### config.mk
export PLATFORM = sky130hd
export DESIGN_NAME = game_sprite_anim_top_flat
export DESIGN_NICKNAME = d
export VERILOG_FILES = /design/src/rtl/game_sprite_pkg.sv /design/src/rtl/game_sprite_if.sv /design/src/rtl/game_sprite_axis.sv /design/src/rtl/game_sprite_anim_top.sv /design/src/flat_wrapper.sv
export SDC_FILE = /design/constraint.sdc
export NUM_CORES = 1
export LEC_CHECK = 0
export BUFFER_PORTS_ARGS = -buffer_cell sky130_fd_sc_hd__buf_2
export CAP_MARGIN = 20
export CORE_UTILIZATION = 55
export DETAILED_ROUTE_END_ITERATION = 8
export PLACE_DENSITY = 0.9
export SYNTH_ARGS = -nofsm -noshare
export SYNTH_HDL_FRONTEND = slang
export SYNTH_SLANG_ARGS = --single-unit
### constraint.sdc
create_clock -name clk -period 3.76 [get_ports clk]
set_clock_uncertainty 0.2 [all_clocks]
set_input_delay 0.752 -clock clk [delete_from_list [all_inputs] [get_ports clk]]
set_output_delay 0.752 -clock clk [all_outputs]
set_load 0.01 [all_outputs]
### src/rtl/game_sprite_pkg.sv
// Shared definitions for the game sprite: lifecycle state encoding and
// the layout of one bitmap pixel (opaque flag above the colour field).
package game_sprite_pkg;

  typedef enum logic [1:0] {
    ST_HIDDEN = 2'd0,
    ST_ACTIVE = 2'd1,
    ST_DYING  = 2'd2
  } sprite_state_e;

  localparam int PIX_COLOUR_LSB = 0;

  // The opaque flag sits directly above the colour bits.
  function automatic int pix_opaque_bit(input int rgb_width);
    return rgb_width;
  endfunction

  function automatic int min1_clog2(input int n);
    return (n > 1) ? $clog2(n) : 1;
  endfunction

endpackage

### src/rtl/game_sprite_if.sv
// Bundle between game logic / VGA mux (master) and one sprite (slave).
interface game_sprite_if #(
  parameter int X_WIDTH   = 11,
  parameter int Y_WIDTH   = 11,
  parameter int DX_WIDTH  = 3,
  parameter int DY_WIDTH  = 3,
  parameter int RGB_WIDTH = 3,
  parameter int FRAME_W   = 2
);
  // Commands (sprite_write, sprite_kill, frame_tick) are single-cycle pulses with
  // no back-pressure: the sprite always accepts them on the edge they are high.
  logic                        frame_tick;
  logic        [X_WIDTH-1:0]   pixel_x;
  logic        [Y_WIDTH-1:0]   pixel_y;
  logic                        sprite_write;
  logic signed [X_WIDTH-1:0]   sprite_write_x;
  logic signed [Y_WIDTH-1:0]   sprite_write_y;
  logic signed [DX_WIDTH-1:0]  sprite_write_dx;
  logic signed [DY_WIDTH-1:0]  sprite_write_dy;
  logic                        sprite_kill;
  logic signed [X_WIDTH-1:0]   sprite_x;
  logic signed [Y_WIDTH-1:0]   sprite_y;
  logic signed [DX_WIDTH-1:0]  sprite_dx;
  logic signed [DY_WIDTH-1:0]  sprite_dy;
  logic        [1:0]           sprite_state;
  logic        [FRAME_W-1:0]   anim_frame;
  logic                        sprite_within_screen;
  logic                        sprite_out_left;
  logic                        sprite_out_right;
  logic                        sprite_out_top;
  logic                        sprite_out_bottom;
  logic                        rgb_en;
  logic        [RGB_WIDTH-1:0] rgb;

  modport master (
    output frame_tick, pixel_x, pixel_y, sprite_write, sprite_write_x,
           sprite_write_y, sprite_write_dx, sprite_write_dy, sprite_kill,
    input  sprite_x, sprite_y, sprite_dx, sprite_dy, sprite_state, anim_frame,
           sprite_within_screen, sprite_out_left, sprite_out_right,
           sprite_out_top, sprite_out_bottom, rgb_en, rgb
  );

  modport slave (
    input  frame_tick, pixel_x, pixel_y, sprite_write, sprite_write_x,
           sprite_write_y, sprite_write_dx, sprite_write_dy, sprite_kill,
    output sprite_x, sprite_y, sprite_dx, sprite_dy, sprite_state, anim_frame,
           sprite_within_screen, sprite_out_left, sprite_out_right,
           sprite_out_top, sprite_out_bottom, rgb_en, rgb
  );
endinterface

### src/rtl/game_sprite_axis.sv
// One motion axis: position and speed registers with a wrapping or
// edge-reflecting step per frame tick.
module game_sprite_axis #(
  parameter int P_WIDTH = 11,
  parameter int S_WIDTH = 3,
  parameter int SCREEN  = 640,
  parameter int SPRITE  = 8,
  parameter int BOUNCE  = 0
) (
  input  logic                      clk,
  input  logic                      reset,
  input  logic                      i_load,
  input  logic signed [P_WIDTH-1:0] i_load_pos,
  input  logic signed [S_WIDTH-1:0] i_load_spd,
  input  logic                      i_step,
  output logic signed [P_WIDTH-1:0] o_pos,
  output logic signed [S_WIDTH-1:0] o_spd
);
  localparam int NW = P_WIDTH + 1;
  localparam logic signed [S_WIDTH-1:0] SPD_MIN = {1'b1, {(S_WIDTH-1){1'b0}}};
  localparam logic signed [S_WIDTH-1:0] SPD_MAX = {1'b0, {(S_WIDTH-1){1'b1}}};

  logic signed [P_WIDTH-1:0] r_pos;
  logic signed [S_WIDTH-1:0] r_spd;
  logic signed [NW-1:0]      w_nxt;
  int                        w_nxt_int;
  logic                      w_edge;
  logic signed [S_WIDTH-1:0] w_neg;

  // One extra bit so the edge test sees the true sum before wrap.
  assign w_nxt     = NW'(r_pos) + NW'(r_spd);
  assign w_nxt_int = int'(w_nxt);
  assign w_edge    = (w_nxt_int < 0) || (w_nxt_int + SPRITE > SCREEN);
  assign w_neg     = (r_spd == SPD_MIN) ? SPD_MAX : -r_spd;

  always_ff @(posedge clk) begin
    if (!reset) begin
      r_pos <= '0;
      r_spd <= '0;
    end else if (i_load) begin
      r_pos <= i_load_pos;
      r_spd <= i_load_spd;
    end else if (i_step) begin
      if ((BOUNCE != 0) && w_edge) r_spd <= w_neg;
      else                         r_pos <= w_nxt[P_WIDTH-1:0];
    end
  end

  assign o_pos = r_pos;
  assign o_spd = r_spd;
endmodule

### src/rtl/game_sprite_anim_top.sv
// Animated game sprite: lifecycle FSM, animation sequencer, two motion axes,
// screen-edge flags and a registered pixel overlay for the VGA mux.
module game_sprite_anim_top
  import game_sprite_pkg::*;
#(
  parameter int SCREEN_WIDTH  = 640,
  parameter int SCREEN_HEIGHT = 480,
  parameter int SPRITE_WIDTH  = 8,
  parameter int SPRITE_HEIGHT = 8,
  parameter int X_WIDTH       = 11,
  parameter int Y_WIDTH       = 11,
  parameter int DX_WIDTH      = 3,
  parameter int DY_WIDTH      = 3,
  parameter int RGB_WIDTH     = 3,
  parameter int FRAMES        = 4,
  parameter int FRAME_TICKS   = 8,
  parameter int DIE_TICKS     = 16,
  parameter int BOUNCE        = 0,
  parameter logic [FRAMES*SPRITE_HEIGHT*SPRITE_WIDTH*(RGB_WIDTH+1)-1:0] BITMAP = '0
) (
  input logic          clk,
  input logic          reset,
  game_sprite_if.slave bus
);
  localparam int BITMAP_BITS = FRAMES * SPRITE_HEIGHT * SPRITE_WIDTH * (RGB_WIDTH + 1);
  localparam int BW  = min1_clog2(BITMAP_BITS);
  localparam int FW  = min1_clog2(FRAMES);
  localparam int AW  = min1_clog2(FRAME_TICKS);
  localparam int DW  = (DIE_TICKS > 4) ? $clog2(DIE_TICKS) : 2;
  localparam int CW  = min1_clog2(SPRITE_WIDTH);
  localparam int RW  = min1_clog2(SPRITE_HEIGHT);
  localparam int PW  = RGB_WIDTH + 1;
  localparam int OPQ = pix_opaque_bit(RGB_WIDTH);
  localparam int XN  = X_WIDTH + 1;
  localparam int YN  = Y_WIDTH + 1;
  localparam logic [AW-1:0] ANIM_LAST  = AW'(FRAME_TICKS - 1);
  localparam logic [FW-1:0] FRAME_LAST = FW'(FRAMES - 1);
  localparam logic [DW-1:0] DIE_LAST   = DW'(DIE_TICKS - 1);

  sprite_state_e             r_state, w_state_nxt;
  logic [AW-1:0]             r_anim_cnt;
  logic [FW-1:0]             r_frame;
  logic [DW-1:0]             r_die_cnt;
  logic                      w_kill, w_step, w_die_tick;
  logic signed [X_WIDTH-1:0] w_x;
  logic signed [Y_WIDTH-1:0] w_y;
  int                        w_x_int, w_y_int;
  logic signed [XN-1:0]      w_dc;
  logic signed [YN-1:0]      w_dr;
  logic                      w_hit, w_visible, w_en;
  logic [BW-1:0]             w_base;
  logic [PW-1:0]             w_pix;
  logic                      r_rgb_en;
  logic [RGB_WIDTH-1:0]      r_rgb;

  // Write beats kill beats tick; kill only lands while ACTIVE.
  assign w_kill     = bus.sprite_kill && !bus.sprite_write && (r_state == ST_ACTIVE);
  assign w_step     = bus.frame_tick && !bus.sprite_write && !bus.sprite_kill && (r_state == ST_ACTIVE);
  assign w_die_tick = bus.frame_tick && !bus.sprite_write && (r_state == ST_DYING);

  always_ff @(posedge clk) begin
    if (!reset) r_state <= ST_HIDDEN;
    else        r_state <= w_state_nxt;
  end

  always_comb begin
    w_state_nxt = r_state;
    if (bus.sprite_write)                           w_state_nxt = ST_ACTIVE;
    else if (w_kill)                                w_state_nxt = ST_DYING;
    else if (w_die_tick && (r_die_cnt == DIE_LAST)) w_state_nxt = ST_HIDDEN;
  end

  always_ff @(posedge clk) begin
    if (!reset) begin
      r_anim_cnt <= '0;
      r_frame    <= '0;
      r_die_cnt  <= '0;
    end else begin
      if (bus.sprite_write) begin
        r_anim_cnt <= '0;
        r_frame    <= '0;
      end else if (w_step) begin
        if (r_anim_cnt == ANIM_LAST) begin
          r_anim_cnt <= '0;
          r_frame    <= (r_frame == FRAME_LAST) ? '0 : r_frame + 1'b1;
        end else begin
          r_anim_cnt <= r_anim_cnt + 1'b1;
        end
      end
      if (w_kill)          r_die_cnt <= '0;
      else if (w_die_tick) r_die_cnt <= r_die_cnt + 1'b1;
    end
  end

  game_sprite_axis #(
    .P_WIDTH(X_WIDTH), .S_WIDTH(DX_WIDTH), .SCREEN(SCREEN_WIDTH),
    .SPRITE(SPRITE_WIDTH), .BOUNCE(BOUNCE)
  ) u_axis_x (
    .clk(clk), .reset(reset), .i_load(bus.sprite_write),
    .i_load_pos(bus.sprite_write_x), .i_load_spd(bus.sprite_write_dx),
    .i_step(w_step), .o_pos(w_x), .o_spd(bus.sprite_dx)
  );

  game_sprite_axis #(
    .P_WIDTH(Y_WIDTH), .S_WIDTH(DY_WIDTH), .SCREEN(SCREEN_HEIGHT),
    .SPRITE(SPRITE_HEIGHT), .BOUNCE(BOUNCE)
  ) u_axis_y (
    .clk(clk), .reset(reset), .i_load(bus.sprite_write),
    .i_load_pos(bus.sprite_write_y), .i_load_spd(bus.sprite_write_dy),
    .i_step(w_step), .o_pos(w_y), .o_spd(bus.sprite_dy)
  );

  assign w_x_int = int'(w_x);
  assign w_y_int = int'(w_y);
  assign bus.sprite_out_left      = (w_x_int < 0);
  assign bus.sprite_out_right     = (w_x_int + SPRITE_WIDTH > SCREEN_WIDTH);
  assign bus.sprite_out_top       = (w_y_int < 0);
  assign bus.sprite_out_bottom    = (w_y_int + SPRITE_HEIGHT > SCREEN_HEIGHT);
  assign bus.sprite_within_screen = !(bus.sprite_out_left || bus.sprite_out_right ||
                                      bus.sprite_out_top  || bus.sprite_out_bottom);

  // Beam offset inside the sprite box; negative or too large means a miss.
  assign w_dc  = $signed({1'b0, bus.pixel_x}) - XN'(w_x);
  assign w_dr  = $signed({1'b0, bus.pixel_y}) - YN'(w_y);
  assign w_hit = !w_dc[XN-1] && (int'(w_dc) < SPRITE_WIDTH) &&
                 !w_dr[YN-1] && (int'(w_dr) < SPRITE_HEIGHT);

  assign w_base = BW'(((int'(r_frame) * SPRITE_HEIGHT + int'(w_dr[RW-1:0])) * SPRITE_WIDTH
                       + int'(w_dc[CW-1:0])) * PW);
  assign w_pix  = BITMAP[w_base +: PW];

  // Dying sprites blink on bit 1 of the die counter.
  assign w_visible = (r_state == ST_ACTIVE) || ((r_state == ST_DYING) && !r_die_cnt[1]);
  assign w_en      = w_hit && w_pix[OPQ] && w_visible;

  always_ff @(posedge clk) begin
    if (!reset) begin
      r_rgb_en <= 1'b0;
      r_rgb    <= '0;
    end else begin
      r_rgb_en <= w_en;
      r_rgb    <= w_en ? w_pix[PIX_COLOUR_LSB +: RGB_WIDTH] : '0;
    end
  end

  assign bus.sprite_x     = w_x;
  assign bus.sprite_y     = w_y;
  assign bus.sprite_state = r_state;
  assign bus.anim_frame   = r_frame;
  assign bus.rgb_en       = r_rgb_en;
  assign bus.rgb          = r_rgb;
endmodule

### src/flat_wrapper.sv
// flat-port wrapper written by rule: the top's interface ports become plain ports
module game_sprite_anim_top_flat import game_sprite_pkg::*;
#(
  parameter int SCREEN_WIDTH  = 640,
  parameter int SCREEN_HEIGHT = 480,
  parameter int SPRITE_WIDTH  = 8,
  parameter int SPRITE_HEIGHT = 8,
  parameter int X_WIDTH       = 11,
  parameter int Y_WIDTH       = 11,
  parameter int DX_WIDTH      = 3,
  parameter int DY_WIDTH      = 3,
  parameter int RGB_WIDTH     = 3,
  parameter int FRAMES        = 4,
  parameter int FRAME_TICKS   = 8,
  parameter int DIE_TICKS     = 16,
  parameter int BOUNCE        = 0,
  parameter logic [FRAMES*SPRITE_HEIGHT*SPRITE_WIDTH*(RGB_WIDTH+1)-1:0] BITMAP = '0
)
  (clk, reset, bus_frame_tick, bus_pixel_x, bus_pixel_y, bus_sprite_write, bus_sprite_write_x, bus_sprite_write_y, bus_sprite_write_dx, bus_sprite_write_dy, bus_sprite_kill, bus_sprite_x, bus_sprite_y, bus_sprite_dx, bus_sprite_dy, bus_sprite_state, bus_anim_frame, bus_sprite_within_screen, bus_sprite_out_left, bus_sprite_out_right, bus_sprite_out_top, bus_sprite_out_bottom, bus_rgb_en, bus_rgb);
  game_sprite_if #(.X_WIDTH(X_WIDTH), .Y_WIDTH(Y_WIDTH), .DX_WIDTH(DX_WIDTH), .DY_WIDTH(DY_WIDTH), .RGB_WIDTH(RGB_WIDTH)) bus_i ();
  input logic clk;
  input logic reset;
  input wire logic [$bits(bus_i.frame_tick)-1:0] bus_frame_tick;
  input wire logic [$bits(bus_i.pixel_x)-1:0] bus_pixel_x;
  input wire logic [$bits(bus_i.pixel_y)-1:0] bus_pixel_y;
  input wire logic [$bits(bus_i.sprite_write)-1:0] bus_sprite_write;
  input wire logic [$bits(bus_i.sprite_write_x)-1:0] bus_sprite_write_x;
  input wire logic [$bits(bus_i.sprite_write_y)-1:0] bus_sprite_write_y;
  input wire logic [$bits(bus_i.sprite_write_dx)-1:0] bus_sprite_write_dx;
  input wire logic [$bits(bus_i.sprite_write_dy)-1:0] bus_sprite_write_dy;
  input wire logic [$bits(bus_i.sprite_kill)-1:0] bus_sprite_kill;
  output wire logic [$bits(bus_i.sprite_x)-1:0] bus_sprite_x;
  output wire logic [$bits(bus_i.sprite_y)-1:0] bus_sprite_y;
  output wire logic [$bits(bus_i.sprite_dx)-1:0] bus_sprite_dx;
  output wire logic [$bits(bus_i.sprite_dy)-1:0] bus_sprite_dy;
  output wire logic [$bits(bus_i.sprite_state)-1:0] bus_sprite_state;
  output wire logic [$bits(bus_i.anim_frame)-1:0] bus_anim_frame;
  output wire logic [$bits(bus_i.sprite_within_screen)-1:0] bus_sprite_within_screen;
  output wire logic [$bits(bus_i.sprite_out_left)-1:0] bus_sprite_out_left;
  output wire logic [$bits(bus_i.sprite_out_right)-1:0] bus_sprite_out_right;
  output wire logic [$bits(bus_i.sprite_out_top)-1:0] bus_sprite_out_top;
  output wire logic [$bits(bus_i.sprite_out_bottom)-1:0] bus_sprite_out_bottom;
  output wire logic [$bits(bus_i.rgb_en)-1:0] bus_rgb_en;
  output wire logic [$bits(bus_i.rgb)-1:0] bus_rgb;
  assign bus_i.frame_tick = bus_frame_tick;
  assign bus_i.pixel_x = bus_pixel_x;
  assign bus_i.pixel_y = bus_pixel_y;
  assign bus_i.sprite_write = bus_sprite_write;
  assign bus_i.sprite_write_x = bus_sprite_write_x;
  assign bus_i.sprite_write_y = bus_sprite_write_y;
  assign bus_i.sprite_write_dx = bus_sprite_write_dx;
  assign bus_i.sprite_write_dy = bus_sprite_write_dy;
  assign bus_i.sprite_kill = bus_sprite_kill;
  assign bus_sprite_x = bus_i.sprite_x;
  assign bus_sprite_y = bus_i.sprite_y;
  assign bus_sprite_dx = bus_i.sprite_dx;
  assign bus_sprite_dy = bus_i.sprite_dy;
  assign bus_sprite_state = bus_i.sprite_state;
  assign bus_anim_frame = bus_i.anim_frame;
  assign bus_sprite_within_screen = bus_i.sprite_within_screen;
  assign bus_sprite_out_left = bus_i.sprite_out_left;
  assign bus_sprite_out_right = bus_i.sprite_out_right;
  assign bus_sprite_out_top = bus_i.sprite_out_top;
  assign bus_sprite_out_bottom = bus_i.sprite_out_bottom;
  assign bus_rgb_en = bus_i.rgb_en;
  assign bus_rgb = bus_i.rgb;
  game_sprite_anim_top #(.SCREEN_WIDTH(SCREEN_WIDTH), .SCREEN_HEIGHT(SCREEN_HEIGHT), .SPRITE_WIDTH(SPRITE_WIDTH), .SPRITE_HEIGHT(SPRITE_HEIGHT), .X_WIDTH(X_WIDTH), .Y_WIDTH(Y_WIDTH), .DX_WIDTH(DX_WIDTH), .DY_WIDTH(DY_WIDTH), .RGB_WIDTH(RGB_WIDTH), .FRAMES(FRAMES), .FRAME_TICKS(FRAME_TICKS), .DIE_TICKS(DIE_TICKS), .BOUNCE(BOUNCE), .BITMAP(BITMAP)) u_core (.clk(clk), .reset(reset), .bus(bus_i));
endmodule
==> impl_metrics.csv <==
group,metric,value,unit
outcome,status,"finished clean",
timing,maxSlewViolCount,0,
timing,hold_viol,0,
power_and_ir_drop,vdd.ir_drop.worst,250,µV
place,detailed_place_hpwl,4800,µm
clock_tree,tritoncts,"done",
die,core-area,4850,µm²
detailed_routing,first_iter_violations,133,
worst_hold_path,hold_path.class,"reg2reg",
clock_tree,cts_hold_buf,0,
clock_tree,h-tree-depth,2,
power_and_ir_drop,p_sw,306,µW
clock_tree,post_cts_resized,0,
worst_setup_path,endpoint_kind,"output pin",
worst_setup_path,cp_data_required_time,2810,ps
layout,antenna_cells,0,
timing,fin_tns_setup,0,ps
die,pin_count,96,
die,num_rows,25,
clock_tree,clk_pin_slew,70,ps
clock_tree,clock-root-buffer,"clkbuf_8",
worst_setup_path,rr_worst_depth,7,
power_and_ir_drop,clock_power_share,35.3,%
worst_hold_path,hold_depth,2,
timing,max_freq,292,MHz
synth,synth_edf_count,0,
detailed_routing,vias,2744,
detailed_routing,final_antenna_net_count,0,
die,die_w,73.7,µm
worst_hold_path,min-delay-start,"u_core.r_anim_cnt[1]",
worst_setup_path,cp_data_arrival_time,2470,ps
timing,tightest_slew,819,ps
place,placed_cells,475,
synth,synth_cells,352,
synth,synth.largest_area_cell,"dfxtp_1",
worst_setup_path,reg2reg_from,"u_core.u_axis_x.o_spd[2]",
power_and_ir_drop,power_density,318,nW/µm²
synth,synth_area,2830,µm²
worst_setup_path,worstSetupPathType,"reg2out",
worst_setup_path,start_kind,"register",
synth,synth_top_area_share,27.6,%
power_and_ir_drop,pwr-share-comb,20.5,%
worst_setup_path,cp_slowest_stage_delay,500,ps
synth,synth.ff_latch_count,39,
worst_hold_path,holdPathEnd,"u_core.r_anim_cnt[1]",
layout,final_nets,498,
worst_setup_path,crit_slowest_cell,"dfxtp_1",
die,die_h,73.7,µm
clock_tree,cts_sinks,39,
worst_setup_path,critical_path.max_fanout,9,
power_and_ir_drop,p_leak,1.47,nW
timing,rsz0062_at_grt,"no",
power_and_ir_drop,seqPwrFrac,44.2,%
place,gp_congestion,0.945,
worst_setup_path,reg2reg_slack,1270,ps
layout,areaGrowthSynthToFinish,16.8,%
die,floorplan.initialDensity,58.4,%
run,maxCapViolations,0,
die,design.die.area,5440,µm²
clock_tree,postCtsSetupRepairBufs,0,
clock_tree,cts-buffers-inserted,5,
synth,synth_seq_area_share,27.6,%
layout,drive_gt1_share,19.7,%
worst_setup_path,reg2reg_to,"u_core.u_axis_x.o_pos[10]",
timing,setup_viol,0,
detailed_routing,firstDrtPassIters,4,
synth,ys_warn_count,0,
detailed_routing,via_per_inst,5.68,
detailed_routing,wl,6750,µm
global_route,grt_use_total,25.7,%
global_route,globalRouteOverflowTotal,0,
worst_setup_path,crit_chain,"ha_1 -> nor4_1 -> nand2_1 -> o21ai_0 -> a311oi_1 -> o22ai_1 -> nor4b_1 -> buf_2",
synth,synth.avg_cell_area,8.04,µm²
synth,ys.flop_type,"dfxtp_1",
detailed_routing,drcViolationCount,0,
clock_tree,clk_latency,300,ps
timing,slew_headroom,45.4,%
global_route,antenna_found_initial,0,
global_route,grt_max_degree,41,
clock_tree,clockBufferDepth,2,
synth,synth_cell_type_count,51,
worst_setup_path,startpoint,"u_core.u_axis_x.o_pos[4]",
timing,fin_crit_sh,90.9,%
global_route,grt_first_pass_wirelength,10900,µm
detailed_routing,post_drt_wl_per_cell,14.0,µm
synth,synth.area.top_cells,"dfxtp_1 (28%), ha_1 (11%), nand2_1 (5.8%)",
worst_setup_path,worst-path-buf-inv,1,
worst_setup_path,critPathTopFamily,"simple AND/OR/NAND/NOR gates",
power_and_ir_drop,switching_share,29.1,%
place,io_buffers,69,
global_route,grt_pass1_vias,2508,
layout,final_cell_count_no_fill,483,
synth,synthArstFlopShare,0,%
power_and_ir_drop,p_int,746,µW
timing,period_needed,3420,ps
## placed cells by master (no fill, tap or decap), types with 8 or more instances in the layout
cell / netlist / routed
buf_2: 3 / 69
nand3_1: 9 / 9
ha_1: 26 / 26
o21ai_0: 22 / 22
mux2i_1: 9 / 9
nor3_1: 8 / 8
xnor2_1: 14 / 14
inv_1: 11 / 11
a22o_1: 8 / 8
dfxtp_1: 39 / 39
a21oi_1: 28 / 28
nand2_1: 44 / 44
nor2_1: 21 / 21
nor2b_1: 15 / 15
## state kept, by name (all words and copies together), names as in the netlist
register and flops:
u_core.bus.anim_frame 2, u_core.u_axis_x.o_pos 11, u_core.u_axis_y.o_pos 11, u_core.r_die_cnt 4, u_core.u_axis_x.o_spd 3, u_core.u_axis_y.o_spd 3, u_core.bus.sprite_state 2, u_core.r_anim_cnt 3
## cells in the mapped netlist (2+ instances only)
cell,instances
inv_1,11
nor3_1,8
o22ai_1,3
and2_1,4
mux2i_1,9
xor2_1,6
a21o_1,2
a21oi_1,28
a211oi_1,7
nand2b_1,5
o21ai_1,6
xnor2_1,14
buf_1,2
dfxtp_1,39
nor2b_1,15
nor2_1,21
nand3b_1,2
buf_2,3
clkbuf_1,6
o31a_1,2
fa_1,2
o21ai_0,22
o21a_1,4
nand3_1,9
o211ai_1,3
a22oi_1,5
a31oi_1,3
a22o_1,8
a21boi_0,5
nand4_1,4
nand2_1,44
buf_4,6
ha_1,26
## layout make-up
type,instances,area (µm²)
Multi-Input combinational cell,288,1930
Fill cell,401,1540
Sequential cell,39,781
Timing Repair Buffer,70,353
Tap cell,67,83.8
Clock buffer,6,82.6
Inverter,11,41.3
Clock inverter,2,35.0
## power by group through the flow
stage,Clock [mW],Sequential [mW],Combinational [mW]
3_5_place_dp,0,0.474,0.214
3_3_place_gp,0,0.473,0.206
5_1_grt,0.396,0.468,0.240
6_report,0.371,0.465,0.216
2_1_floorplan,0,0.474,0.146
4_1_cts,0.375,0.464,0.215
## kinds of logic (layout without fill, tap and decap cells)
group                    count (synthesis)  in the layout  synth area share [%]
buffers and inverters                   28             89                  4.64
AO/OA/AOI/OAI                          106            106                  23.8
multiplexers                             9              9                  3.18
adder cells (fa/ha/maj)                 28             28                  12.9
flip-flops                              39             39                  27.6
XOR/XNOR                                20             20                  6.19
other                                    1              4                 0.132
AND/OR/NAND/NOR                        121            121                  21.6
## metal layers
| metal | up-vias | GRT usage [%] | routed length (µm) | share of wire (%) |
|---|---|---|---|---|
| met5 | - | 0 | 0 | 0 |
| met4 | 0 | 7.48 | 53 | 0.78 |
| met3 | 7 | 4.94 | 311 | 4.6 |
| met2 | 83 | 44.3 | 3190 | 47 |
| met1 | 1268 | 32.3 | 3200 | 47 |
| li1 | 1386 | - | - | - |
## worst reg2reg max path, cell delays in order, from the launching register on
cell,delay (ps)
dfxtp_1,620
ha_1,370
nor2b_1,160
o31a_1,280
o31a_1,300
o21ai_1,200
xnor2_1,140
o21ai_0,90
## worst max-delay path by stage
stage | depth (start not counted) | end | slack [ps]
6_report | 8 | bus_sprite_within_screen | 340
2_1_floorplan | 7 | bus_sprite_within_screen | 870
3_5_place_dp | 8 | bus_sprite_within_screen | 670
4_1_cts | 8 | bus_sprite_within_screen | 320
3_3_place_gp | 8 | bus_sprite_within_screen | 750
5_1_grt | 8 | bus_sprite_within_screen | 60
## metrics by stage
step	area (µm²)	utilization (%)	power, mW	setup WS, ps	hold WS, ps
2_1_floorplan	2840	-	0.620	867	240
3_3_place_gp	3190	65.8	0.678	754	248
3_5_place_dp	3190	65.8	0.688	670	259
4_1_cts	3310	68.2	1.05	322	271
5_1_grt	3310	68.2	1.10	59.7	303
6_report	3310	68.2	1.05	341	271
Note: power is estimated with default switching activity, not from simulation.
